## config.mk

```make
export PLATFORM = sky130hd
export DESIGN_NAME = uart_tx_sched
export DESIGN_NICKNAME = d
export VERILOG_FILES = /design/src/rtl/uart_tx_sched.sv
export SDC_FILE = /design/constraint.sdc
export NUM_CORES = 1
export LEC_CHECK = 0
export ABC_AREA = 1
export CORE_ASPECT_RATIO = 1.4
export CORE_UTILIZATION = 46
export CTS_BUF_LIST = sky130_fd_sc_hd__clkbuf_4 sky130_fd_sc_hd__clkbuf_8
export CTS_CLUSTER_SIZE = 28
export DETAILED_ROUTE_END_ITERATION = 8
export PLACE_DENSITY = 0.88
export SLEW_MARGIN = 20
export SYNTH_ARGS = -nofsm -noshare
export SYNTH_HDL_FRONTEND = slang
export SYNTH_SLANG_ARGS = --single-unit
export TNS_END_PERCENT = 10
```

## constraint.sdc

```tcl
create_clock -name clk -period 2.95 [get_ports clk]
set_clock_uncertainty 0.1 [all_clocks]
set_input_delay 0.885 -clock clk [delete_from_list [all_inputs] [get_ports clk]]
set_output_delay 0.885 -clock clk [all_outputs]
set_load 0.05 [all_outputs]
```

## src/rtl/uart_tx_sched.sv

```systemverilog
// uart_tx_sched: programs the uart (baud, then control) after reset or a reload
// request, then shares the uart TX data register between two byte requesters
// with round-robin arbitration, pacing each write on uart_busy.
module uart_tx_sched #(
    parameter logic [2:0]  REG_DATA     = 3'd0,
    parameter logic [2:0]  REG_CTRL     = 3'd2,
    parameter logic [2:0]  REG_BAUD     = 3'd3,
    parameter int unsigned BUSY_TIMEOUT = 16
) (
    input  logic        clk,
    input  logic        rst_n,
    input  logic [31:0] cfg_baud,
    input  logic [31:0] cfg_ctrl,
    input  logic        cfg_reload,
    input  logic        req0_valid,
    input  logic [7:0]  req0_data,
    output logic        req0_ready,
    input  logic        req1_valid,
    input  logic [7:0]  req1_data,
    output logic        req1_ready,
    input  logic        uart_busy,
    output logic        uart_we,
    output logic [2:0]  uart_reg_num,
    output logic [31:0] uart_wd,
    output logic        init_done,
    output logic        timeout_err,
    output logic        grant_id
);

    localparam int unsigned CNT_W = $clog2(BUSY_TIMEOUT + 1);

    typedef enum logic [2:0] {
        ST_RST_WAIT  = 3'd0,
        ST_INIT_BAUD = 3'd1,
        ST_INIT_CTRL = 3'd2,
        ST_IDLE      = 3'd3,
        ST_WRITE     = 3'd4,
        ST_WAIT_BUSY = 3'd5,
        ST_WAIT_DONE = 3'd6
    } state_t;

    state_t             r_state;
    logic [CNT_W-1:0]   r_cnt;
    logic [7:0]         r_data;
    logic               r_pend;
    logic               r_we;
    logic [2:0]         r_reg_num;
    logic [31:0]        r_wd;
    logic               r_ready0;
    logic               r_ready1;
    logic               r_init_done;
    logic               r_timeout;
    logic               r_grant;

    state_t             w_state;
    logic [CNT_W-1:0]   w_cnt;
    logic [CNT_W-1:0]   w_cnt_inc;
    logic [7:0]         w_data;
    logic               w_pend;
    logic               w_we;
    logic [2:0]         w_reg_num;
    logic [31:0]        w_wd;
    logic               w_ready0;
    logic               w_ready1;
    logic               w_init_done;
    logic               w_timeout;
    logic               w_grant;

    // State and registered outputs; reset drops any in-flight byte
    always_ff @(posedge clk or negedge rst_n) begin
        if (!rst_n) begin
            r_state     <= ST_RST_WAIT;
            r_cnt       <= '0;
            r_data      <= '0;
            r_pend      <= 1'b0;
            r_we        <= 1'b0;
            r_reg_num   <= '0;
            r_wd        <= '0;
            r_ready0    <= 1'b0;
            r_ready1    <= 1'b0;
            r_init_done <= 1'b0;
            r_timeout   <= 1'b0;
            r_grant     <= 1'b1;
        end else begin
            r_state     <= w_state;
            r_cnt       <= w_cnt;
            r_data      <= w_data;
            r_pend      <= w_pend;
            r_we        <= w_we;
            r_reg_num   <= w_reg_num;
            r_wd        <= w_wd;
            r_ready0    <= w_ready0;
            r_ready1    <= w_ready1;
            r_init_done <= w_init_done;
            r_timeout   <= w_timeout;
            r_grant     <= w_grant;
        end
    end

    // Next state, arbitration, and outputs decoded from the state being entered
    always_comb begin
        w_state     = r_state;
        w_cnt       = r_cnt;
        w_cnt_inc   = r_cnt + CNT_W'(1);
        w_data      = r_data;
        w_pend      = r_pend | cfg_reload;
        w_init_done = r_init_done;
        w_timeout   = r_timeout;
        w_grant     = r_grant;
        w_we        = 1'b0;
        w_reg_num   = '0;
        w_wd        = '0;
        w_ready0    = 1'b0;
        w_ready1    = 1'b0;

        case (r_state)
            ST_RST_WAIT: begin
                w_state = ST_INIT_BAUD;
            end
            ST_INIT_BAUD: begin
                w_state = ST_INIT_CTRL;
            end
            ST_INIT_CTRL: begin
                w_state     = ST_IDLE;
                w_init_done = 1'b1;
            end
            ST_IDLE: begin
                if (r_pend || cfg_reload) begin
                    w_state     = ST_INIT_BAUD;
                    w_pend      = 1'b0;
                    w_init_done = 1'b0;
                    w_timeout   = 1'b0;
                end else if (req0_valid && (!req1_valid || r_grant)) begin
                    w_state = ST_WRITE;
                    w_grant = 1'b0;
                    w_data  = req0_data;
                end else if (req1_valid) begin
                    w_state = ST_WRITE;
                    w_grant = 1'b1;
                    w_data  = req1_data;
                end
            end
            ST_WRITE: begin
                w_state = ST_WAIT_BUSY;
                w_cnt   = CNT_W'(1);
            end
            ST_WAIT_BUSY: begin
                if (uart_busy) begin
                    w_state = ST_WAIT_DONE;
                end else if (w_cnt_inc == CNT_W'(BUSY_TIMEOUT)) begin
                    w_state   = ST_IDLE;
                    w_timeout = 1'b1;
                end else begin
                    w_cnt = w_cnt_inc;
                end
            end
            ST_WAIT_DONE: begin
                if (!uart_busy) begin
                    w_state = ST_IDLE;
                end
            end
            default: begin
                w_state = ST_RST_WAIT;
            end
        endcase

        case (w_state)
            ST_INIT_BAUD: begin
                w_we      = 1'b1;
                w_reg_num = REG_BAUD;
                w_wd      = cfg_baud;
            end
            ST_INIT_CTRL: begin
                w_we      = 1'b1;
                w_reg_num = REG_CTRL;
                w_wd      = cfg_ctrl;
            end
            ST_WRITE: begin
                w_we      = 1'b1;
                w_reg_num = REG_DATA;
                w_wd      = {24'b0, w_data};
                w_ready0  = ~w_grant;
                w_ready1  = w_grant;
            end
            default: begin
            end
        endcase
    end

    assign uart_we      = r_we;
    assign uart_reg_num = r_reg_num;
    assign uart_wd      = r_wd;
    assign req0_ready   = r_ready0;
    assign req1_ready   = r_ready1;
    assign init_done    = r_init_done;
    assign timeout_err  = r_timeout;
    assign grant_id     = r_grant;

endmodule

```

# Word level (Yosys, flattened, before mapping)
# Index checks and enable logic that the tools add are counted.
[word_totals]
register_bits = 58
output_inout_bits = 41
word_cells = 71
[op_classes]
n_addsub = 1
n_eq_ne = 14
muxes = 30
bitwise = 2
reduce_logical = 12
[op_table]
columns = ["operator", "n"]
rows = [
  ["$pmux W32 S3", 1],
  ["$mux W8", 4],
  ["$pmux W3 S7", 1],
  ["$mux W3", 6],
  ["$eq A3 B3 Y1 const B", 4],
  ["$mux W1", 12],
  ["$mux W5", 2],
  ["$pmux W5 S2", 1],
  ["$eq A3 B2 Y1 const B", 3],
  ["$ne A2 B2 Y1 const B", 4],
  ["$eq A3 B1 Y1 const B", 2],
  ["$reduce_bool A2 Y1", 3],
  ["$add A5 B1 Y5 const B", 1],
  ["$eq A5 B5 Y1 const B", 1],
  ["$pmux W1 S2", 2],
  ["$pmux W2 S2", 1],
  ["$reduce_and A4 Y1", 1],
  ["$logic_not A3 Y1", 1],
  ["$reduce_and A3 Y1", 1],
  ["$reduce_or A3 Y1", 1],
  ["$logic_or A1 B1 Y1", 2],
  ["$reduce_and A2 Y1", 1],
  ["$logic_and A1 B1 Y1", 1],
  ["$logic_not A1 Y1", 1],
  ["other kinds (2)", 2],
]

# Depth between registers and ports, before layout
[logic_depth]
word_depth = 9
ltp_mapped = 12
mapped_depth_nobuf = 11

# Least setup slack after synthesis
# No wires, ideal clock.
[synth_path]
path_kind = "input to register"
startpoint = "input port cfg_reload"
endpoint = "register r_wd[10] (netlist: uart_wd[10])"
arrival_ns = 1.890
required_time_ns = 2.735
slack_ns = 0.845
path_stages = 9
path_buffers = 1
path_cell_list = "nor2_1 > nand2_4 > inv_2 > a21oi_4 > nand3_2 > nor2_8 > buf_12 > nand2_2 > nand2_2"
[synth_via]
elab_chain_cells = 5
elab_cells_between_ends = 7
[synth_rtl]
columns = ["element", "line_no", "text"]
rows = [
  ["start, declared", "14", "input logic cfg_reload,"],
  ["$logic_or A1 B1 Y1 *", "128", "if (r_pend || cfg_reload) begin"],
  ["$mux W3 *", "128", ""],
  ["$pmux W3 S7 *", "116", "case (r_state)"],
  ["$eq A3 B3 Y1 (tied with other cells)", "167", "case (w_state)"],
  ["$pmux W32 S3 *", "167", ""],
  ["net w_wd[10]", "62", "logic [31:0] w_wd;"],
  ["end signal, assigned", "91", "r_wd <= w_wd;"],
  ["end, declared", "48", "logic [31:0] r_wd;"],
]
# The timed path passes the listed nets; every way through them passes the cells marked *.
# A chain may end at the register's enable or synchronous reset.

# Worst setup path after layout
[layout_path]
startpoint = "register r_grant (netlist: grant_id)"
endpoint = "output port grant_id"
[layout_lines]
columns = ["element", "line_no", "text"]
rows = [
  ["start, declared", "53", "logic r_grant;"],
  ["start signal, assigned", "96", "r_grant <= w_grant;"],
  ["end, declared", "27", "output logic grant_id"],
]
# No word-level cell between the ends.

==> flow_summary.toml <==
[grt]
met1_usage_pct = 25.1
grt_pass1_vias = 2547
grt_util_met3_pct = 3.86
use_met2_pct = 42.3
grt_use_total_pct = 23.4
gr-max-usage-layer = "met2"
grt_max_degree = 34
overflow = 0
grt_pass1_wl_um = 11000
antenna_found_initial = 0

[power]
switching_power_uw = 2070
pwr-share-comb_pct = 55.1
leakage_uw = 0.00204
clkPwrFrac_pct = 18.2
p_per_area_mw_per_mm2 = 1050
p_int_uw = 2500
switching_share_pct = 45.4
irDropWorstVdd_v = 0.000883
power_frac_seq_pct = 26.7

[synth]
synth.distinct_cells = 33
synth_nets = 409
synth_area_leader_cell = "dfrtp_1"
synth-seq-area-share_pct = 50.9
yosys.area.top_type_share_pct = 50.0
synthTopCellsByCount = "nand2_1 (100), dfrtp_1 (56), nand2_2 (40), inv_1 (23), nand3_1 (23)"
synth_warnings = 0
ys_ff_latch = 57
synth_edf_count = 0
synthArstFlopShare_pct = 100
syn_avg_cell_area_um2 = 8.70
postSynthCellCount = 322
synth_flop_cell = "dfrtp_1"
synth.most_common_cell = "nand2_1"
synth_area_leaders = "dfrtp_1 (50%), nand2_1 (13%), nand2_2 (8.9%)"
synth_area_mm2 = 0.00280

[placed_design]
io_buffers = 125
gp_congestion = 0.805
place_hpwl_um = 5520

[clocking]
cts_buffers = 9
cts_tree = "built"
root_buffer = "clkbuf_8"
ctsHoldBuffers = 0
cts.reportedPaths.clkPinSlew_ps = 70
clock_latency_ps = 340
cts_max_level = 3
cts_max_path_buffers = 2
cts_resized = 0
cts.sinks = 57
post_cts_buffers = 0

[timing]
slew_viol_final = 0
period_share_pct = 90.3
setup_viol = 0
rsz0062_at_grt = "false"
tightest_slew_ps = 574
maxSlewHeadroom_pct = 61.7
whs_ps = 407
fmax_ghz = 0.376
fin_tns_setup_ps = 0
min_period_ps = 2660
final-hold-violation-count = 0

[routing]
drcViolationCount = 0
viasPerCell = 4.81
first_pass_iters = 4
antenna_left = 0
drtIter0Drc = 97
num_vias = 2543
routedWlPerCell_um = 13.6
finalWirelength_um = 7190

[worst_setup_path]
critPathCaptureType = "primary output"
crit_family = "buffers and inverters"
crit_required_ps = 1970
max_stage_delay_ps = 800
startpoint = "grant_id"
path_cells = "clkdlybuf4s50_1"
cp_data_arrival_time_ps = 1680
critPathKind = "flop to primary output"
cp-start-kind = "flop"
rr_startpoint = "r_cnt[0]"
path_buf_inv = 1
critPathSlowestCell = "clkdlybuf4s50_1"
critPathMaxFanout = 3
r2r_slack_ps = 960

[layout]
nets = 541
final_layout_size_suffix_gt1_share_pct = 19.2
diodes = 0
layout-area-overhead-vs-synth_pct = 54.9
fillers = 426

[run_status]
status = "completed"

[floorplanning]
dieArea_mm2 = 0.00641
num_rows = 33
io_pins = 127
initial_core_util_pct = 47.8
fp.dieW_um = 68.0
die_height_um = 94.4
core_mm2 = 0.00586

[min_path]
worstHoldPathType = "flop to flop"
hold_path_startpoint = "timeout_err"

[run]
max-cap-violations = 0
flip-flops by register name (all words and copies together), names as in the netlist, 2 cells and up:
signal,cells
r_data,8
r_state,3
uart_wd,32
uart_reg_num,2
r_cnt,5
layout by cell type (no fill, tap or decap), types with 2 or more instances in the layout:
cell             synthesis  routed
clkdlybuf4s50_1          0     124
nand2_1                100     100
dfrtp_1                 56      56
nand2_2                 40      40
inv_1                   23      23
nand3_1                 23      23
o21ai_0                 13      13
nor2_1                  13      12
clkbuf_8                 0      10
and2_1                   8       8
or2_2                    7       7
o21ai_1                  4       4
inv_2                    4       4
nor2_2                   2       3
nand3_2                  3       3
clkinvlp_4               0       3
buf_4                    1       3
nand2_4                  2       2
nor2_8                   2       2
nand4_1                  2       2
bufinv_16                0       2
buf_12                   2       2
stage by stage:
| step | cells | setup WS [ps] | instance area [um2] | util [%] | power, uW |
|---|---|---|---|---|---|
| 2_1_floorplan | 322 | 845 | 2800 | - | 3050 |
| 3_3_place_gp | 513 | 244 | 4110 | 70.1 | 3690 |
| 3_5_place_dp | 513 | 192 | 4110 | 70.1 | 3760 |
| 4_1_cts | 529 | 274 | 4340 | 74.0 | 4610 |
| 5_1_grt | 529 | 260 | 4340 | 74.0 | 4840 |
| 6_report | 529 | 287 | 4340 | 74.0 | 4570 |
area by class of cell:
class	instances	area (um2)	share of cell area, %
sequential	57	1430	32.9
timing repair buffer	130	1310	30.2
multi-input combinational	229	1190	27.3
clock buffer	10	138	3.17
inverter	27	101	2.33
clock inverter	6	91.3	2.10
tap	70	87.6	2.02
power groups by stage:
stage | Clock [uW] | Sequential [uW] | Combinational [uW]
after floorplan | 0 | 1960 | 1100
after global placement | 0 | 1230 | 2460
after detailed placement | 0 | 1240 | 2520
after CTS | 842 | 1230 | 2540
after global routing | 868 | 1250 | 2720
final | 830 | 1220 | 2520
cells by family after synthesis:
| group | synth area share [%] |
|---|---|
| other | 0.134 |
| buffers and inverters | 6.83 |
| and+or+nand+nor | 36.9 |
| DFF | 50.9 |
| adders and majority gates | 0.446 |
| AOI/OAI and AO/OA | 4.73 |
worst paths after layout:
check                              end  cells after the start
min in group asynchronous   req1_ready                      1
max reg2reg                uart_wd[21]                     11
max in group asynchronous     grant_id                      2
min                        timeout_err                      2
min reg2reg                timeout_err                      2
max                           grant_id                      1
metal layers:
metal  wire length (um)  vias to the layer above
met3                396                       16
met1               2730                     1185
met4                208                        0
met5                  0                        -
li1                   -                     1259
met2               3860                       83
No activity file was read; power rests on OpenSTA's default activity.
